**src/rtl/vga_fb_arbiter.sv**
```systemverilog
// Single-port framebuffer arbiter: the display fetch path has priority, and the
// host gets a bounded wait. Accepted requests are issued one cycle later, and
// read data is routed back to its owner through a fixed-latency return pipe.
module vga_fb_arbiter #(
  parameter int ADDR_W     = 17,
  parameter int DATA_W     = 12,
  parameter int MEM_LAT    = 2,
  parameter int STARVE_MAX = 8
) (
  input  logic              Clock,
  input  logic              Reset,
  input  logic              disp_req,
  input  logic [ADDR_W-1:0] disp_addr,
  output logic              disp_gnt,
  output logic [DATA_W-1:0] disp_rdata,
  output logic              disp_rvalid,
  input  logic              host_valid,
  input  logic              host_we,
  input  logic [ADDR_W-1:0] host_addr,
  input  logic [DATA_W-1:0] host_wdata,
  output logic              host_ready,
  output logic [DATA_W-1:0] host_rdata,
  output logic              host_rvalid,
  output logic              host_forced,
  output logic              mem_en,
  output logic              mem_we,
  output logic [ADDR_W-1:0] mem_addr,
  output logic [DATA_W-1:0] mem_wdata,
  input  logic [DATA_W-1:0] mem_rdata
);

  localparam int CNT_W = $clog2(STARVE_MAX + 2);
  localparam logic [CNT_W-1:0] WAIT_LIM = CNT_W'(STARVE_MAX);

  logic [CNT_W-1:0]   wait_cnt;
  logic               force_grant;
  logic               issue_host_p0;
  logic               issue_rd_p0;
  logic [MEM_LAT-1:0] ret_vld_p1;
  logic [MEM_LAT-1:0] ret_host_p1;
  logic               tail_vld;
  logic               tail_host;

  // Grant selection: a starved host wins, otherwise display, otherwise host.
  always_comb begin
    force_grant = 1'b0;
    disp_gnt    = 1'b0;
    host_ready  = 1'b0;
    if (Reset) begin
      force_grant = host_valid && (STARVE_MAX != 0) && (wait_cnt == WAIT_LIM);
      if (force_grant) begin
        host_ready = 1'b1;
      end else if (disp_req) begin
        disp_gnt = 1'b1;
      end else begin
        host_ready = host_valid;
      end
    end
  end

  // Count consecutive cycles the host has been kept waiting, saturating at the limit.
  always_ff @(posedge Clock) begin
    if (!Reset) begin
      wait_cnt <= '0;
    end else if (!host_valid || host_ready) begin
      wait_cnt <= '0;
    end else if (wait_cnt != WAIT_LIM) begin
      wait_cnt <= wait_cnt + CNT_W'(1);
    end
  end

  // ---- stage p0: register the accepted access onto the RAM port ----
  // Issue register; address and write data hold when nothing is accepted.
  always_ff @(posedge Clock) begin
    if (!Reset) begin
      mem_en        <= 1'b0;
      mem_we        <= 1'b0;
      mem_addr      <= '0;
      mem_wdata     <= '0;
      issue_host_p0 <= 1'b0;
      host_forced   <= 1'b0;
    end else begin
      mem_en        <= disp_gnt || host_ready;
      mem_we        <= host_ready && host_we;
      issue_host_p0 <= host_ready;
      host_forced   <= force_grant;
      if (host_ready) begin
        mem_addr <= host_addr;
        if (host_we) begin
          mem_wdata <= host_wdata;
        end
      end else if (disp_gnt) begin
        mem_addr <= disp_addr;
      end
    end
  end

  assign issue_rd_p0 = mem_en && !mem_we;

  // ---- stage p1: return pipe tracking {valid, owner} alongside the RAM latency ----
  // Shift register whose tail lines up with mem_rdata for the tracked read.
  always_ff @(posedge Clock) begin
    if (!Reset) begin
      ret_vld_p1  <= '0;
      ret_host_p1 <= '0;
    end else begin
      ret_vld_p1[0]  <= issue_rd_p0;
      ret_host_p1[0] <= issue_host_p0;
      for (int i = 1; i < MEM_LAT; i++) begin
        ret_vld_p1[i]  <= ret_vld_p1[i-1];
        ret_host_p1[i] <= ret_host_p1[i-1];
      end
    end
  end

  assign tail_vld  = ret_vld_p1[MEM_LAT-1];
  assign tail_host = ret_host_p1[MEM_LAT-1];

  // ---- stage p2: capture read data into the owner's result register ----
  // Route the returning word to its owner; rdata holds between returns.
  always_ff @(posedge Clock) begin
    if (!Reset) begin
      disp_rvalid <= 1'b0;
      host_rvalid <= 1'b0;
      disp_rdata  <= '0;
      host_rdata  <= '0;
    end else begin
      disp_rvalid <= tail_vld && !tail_host;
      host_rvalid <= tail_vld && tail_host;
      if (tail_vld && !tail_host) begin
        disp_rdata <= mem_rdata;
      end
      if (tail_vld && tail_host) begin
        host_rdata <= mem_rdata;
      end
    end
  end

endmodule

```
**config.mk**
```make
export PLATFORM = sky130hd
export DESIGN_NAME = vga_fb_arbiter
export DESIGN_NICKNAME = d
export VERILOG_FILES = /design/src/rtl/vga_fb_arbiter.sv
export SDC_FILE = /design/constraint.sdc
export NUM_CORES = 1
export LEC_CHECK = 0
export ABC_AREA = 1
export BUFFER_PORTS_ARGS = -buffer_cell sky130_fd_sc_hd__clkbuf_2
export CAP_MARGIN = 15
export CORE_ASPECT_RATIO = 0.5
export CORE_MARGIN = 5
export CORE_UTILIZATION = 30
export DETAILED_ROUTE_END_ITERATION = 7
export PLACE_DENSITY = 0.61
export SLEW_MARGIN = 20
export SYNTH_ARGS = -nofsm -noshare
export SYNTH_HDL_FRONTEND = slang
export SYNTH_SLANG_ARGS = --single-unit
export TNS_END_PERCENT = 1
```
**constraint.sdc**
```tcl
create_clock -name Clock -period 1.4 [get_ports Clock]
set_clock_uncertainty 0.1 [all_clocks]
set_input_delay 0.21 -clock Clock [delete_from_list [all_inputs] [get_ports Clock]]
set_output_delay 0.21 -clock Clock [all_outputs]
set_load 0.01 [all_outputs]
```
==> results by group <==
Status
  • Status: finished, violations left
  • Violated checks: setup timing

Global route
  • Total Routing Usage GR: 0.131
  • GR Util met3: 0.0547
  • Gr busiest metal: met2
  • Initial antenna violation count: 0
  • First-pass GRT wire length: roughly 12000 µm
  • Grt ovf: 0
  • GR Util met2: 0.216
  • Vias in the first global route: between 2000 and 2500
  • Largest net degree at the start of global routing: 50
  • M1 GR Usage: 0.151

Min path
  • Hold Crit Depth: 3
  • Hold Path Sink: mem_wdata[8]
  • Hold Path Class: in2reg
  • HP Start: host_wdata[8]

Setup path
  • Crit. End Element: output port
  • Worst EP arrival: 1.26 ns
  • Worst Setup Start Kind: register
  • Critical path type: reg2out
  • Required @ worst endpoint: approximately 1.1 ns
  • Critical path fanouts, max: 3
  • Launch point of the worst path: wait_cnt[0]
  • R2R depth: 8
  • Critical R2R Capture: mem_wdata[10]
  • Setup slack, reg-to-reg: -0.07 ns
  • Worst reg2reg path startpoint: wait_cnt[0]

Clock network
  • Worst-case clock buffer depth: 2
  • Clock latency on the worst-skew pair: 0.33 ns
  • CTS sink cnt: 67
  • Clock Tree Root: clkbuf_16
  • CTS clk-pin slew, worst paths: 0.05 ns
  • H-tree Lvls: 3
  • CTS Buf Count: 9
  • TritonCTS clock tree: yes

STA
  • Final setup violation count: 19
  • Final WS setup: -0.172 ns
  • RSZ-0062 raised after global routing: true
  • Post-layout min period: 1.57 ns
  • Rel. slew slack: 0.692
  • Tcrit/Tclk final: 1.12
  • Slew Viols, Final: 0
  • Endpoints failing hold: 0
  • Worst-Margin Slew: 0.461 ns
  • Fmax: 0.636 GHz

Synth
  • Count of cell types in the netlist: 19
  • Dominant cells by area after synthesis: dfxtp_1 (49%), nor2_1 (16%), nand2_1 (7.0%), o21ai_0 (6.3%), inv_1 (5.9%)
  • Sequential fraction of the synthesis area: 0.494
  • Post-Synthesis Cells: 386
  • Yosys top cell by area: dfxtp_1
  • Mapped Avg Cell Area: 7.04 µm²
  • Syn nets: 451
  • Yosys reg bits: 67
  • Yosys top cell area share: 0.494
  • Synthesized cell area: 2720 µm²
  • Yosys warns: 0

Detailed routing
  • Drt wl/cell: 11.3 µm
  • DRC viols: 0
  • Vias per std cell: roughly 4.2
  • First-pass DRT Iterations: 4
  • Routed Wire Length: 7220 µm
  • First DRT Iteration DRCs: 109
  • Via count: 2665
  • Antenna-violating nets left: 0

Placed design
  • DP HPWL: 5160 µm
  • Pre-CTS setup slack: -0.0109 ns
  • Dpl cells: 616
  • I/O Buffers: 122
  • Post-DP Area: 3520 µm²
  • Gpl congestion: just over 0.8

Floorplan
  • IO Count: 123
  • Die W: 145 µm
  • Core area: 8770 µm²
  • Die ar.: between 10000 and 15000 µm²
  • Die H: 77.3 µm
  • Starting Density: 0.310
  • Std cell rows: 24

Power and ir drop
  • Tot Pwr: roughly 4.7 mW
  • P_leak: between 2 and 2.5 nW
  • PwrDens: 1200 nW/µm²
  • Max IR drop VDD: between 0.6 and 0.7 mV

Final layout
  • Nets: just under 600
  • Final instance area: 3900 µm²
  • Final cell count without fillers: between 600 and 700
  • Inserted Diodes: 0
  • Share of post-route cells with drive strength above 1: 0.328
  • Syn-to-layout area delta: 43.4%
  • Fillers: 919

Job
  • Number of max-cap violations: 0
==> routing by layer <==
| layer | routed length, µm | up-vias |
|---|---|---|
| li1 | - | 1447 |
| met5 | 0 | - |
| met3 | 493 | 9 |
| met4 | 118 | 0 |
| met2 | 3560 | 62 |
| met1 | 3040 | 1147 |
==> metrics by stage <==
step / utilization / setup TNS (ns) / hold slack [ns]
finish: 0.444 / -1.06 / 0.0127
global route: 0.444 / -3.72 / 0.0259
CTS: 0.443 / -0.958 / 0.00105
detailed placement: 0.401 / -0.0126 / 0.301
global placement: 0.401 / 0 / 0.298
floorplan: - / 0 / 0.245
==> cell families after synthesis <==
group                      synth area share
AOI/OAI and AO/OA                     0.109
xor gates and xnor gates            0.00645
adders and majority gates           0.00921
buffers and inverters                0.0999
DFF                                   0.494
and+or+nand+nor                       0.282
==> cell usage after synthesis <==
library cell    n
o21ai_1         7
clkinv_2        1
inv_1          43
inv_2           1
nand2_1        51
xor2_1          1
clkbuf_1        9
dfxtp_1        67
nor2_1        114
ha_1            2
nand2_2         3
nand3_1        20
buf_4           3
o21ai_0        34
nand3_2         1
xnor2_1         1
nand3_4         1
a21oi_1        18
buf_2           9
==> cells in the final DEF (no fill, tap or decap), types with 3 or more instances in the layout <==
cell type / n
buf_12: 4
inv_1: 39
dfxtp_1: 65
nand3_1: 18
clkbuf_2: 121
clkbuf_16: 9
o21ai_0: 34
nand2_1: 50
inv_2: 5
clkinv_2: 3
buf_4: 12
nor2_1: 113
a21oi_1: 18
o21ai_1: 7
clkbuf_8: 3
nand2_2: 3
==> timing repair <==
item	CTS	global route
resized for setup	13	2
pin swaps	3	2
hold buffers	2	0
setup buffers	4	1
setup endpoints to repair	13	32
endpoints found under the hold margin	2	0
==> how the worst max path moves through the flow <==
stage,slack [ns],depth (start not counted),to
after floorplan,0.01,7,host_ready
after global placement,0.03,7,mem_wdata[1]
final,-0.17,8,disp_gnt
after detailed placement,-0.01,7,mem_wdata[10]
after CTS,-0.18,8,disp_gnt
after global routing,-0.22,8,disp_gnt
==> worst max-delay path: stages (launching register included) <==
cell and delay (ns):
dfxtp_2 0.32, inv_2 0.06, ha_4 0.14, nand3_4 0.08, inv_2 0.07, nand2_1 0.04, nand3_1 0.05, inv_1 0.04
buf_2 0.13
==> state kept, by name, indices dropped and copies added (netlist names) <==
register and flops:
mem_wdata 12, ret_vld_p1 2, ret_host_p1 2, disp_rvalid 1, mem_en 1, host_rdata 12
host_forced 1, host_rvalid 1, disp_rdata 12, issue_host_p0 1, mem_we 1, wait_cnt 4
mem_addr 17
==> where the power goes <==
group / leakage (nW) / internal, mW / switching (mW)
sequential: 0.548 / 2.00 / 0.0421
combinational: 1.37 / 0.241 / 0.299
clock: 0.141 / 1.33 / 0.769
==> cell type report <==
cell class                 count  area [µm²]  share of cell area
clock inverter                 2        10.0             0.00257
sequential                    67        1340               0.345
inverter                      45         170              0.0437
clock buffer                  13         270              0.0694
multi-input combinational    253        1140               0.294
tap                          117         146              0.0376
timing repair buffer         141         812               0.208
Note: power is estimated with default switching activity, not from simulation.
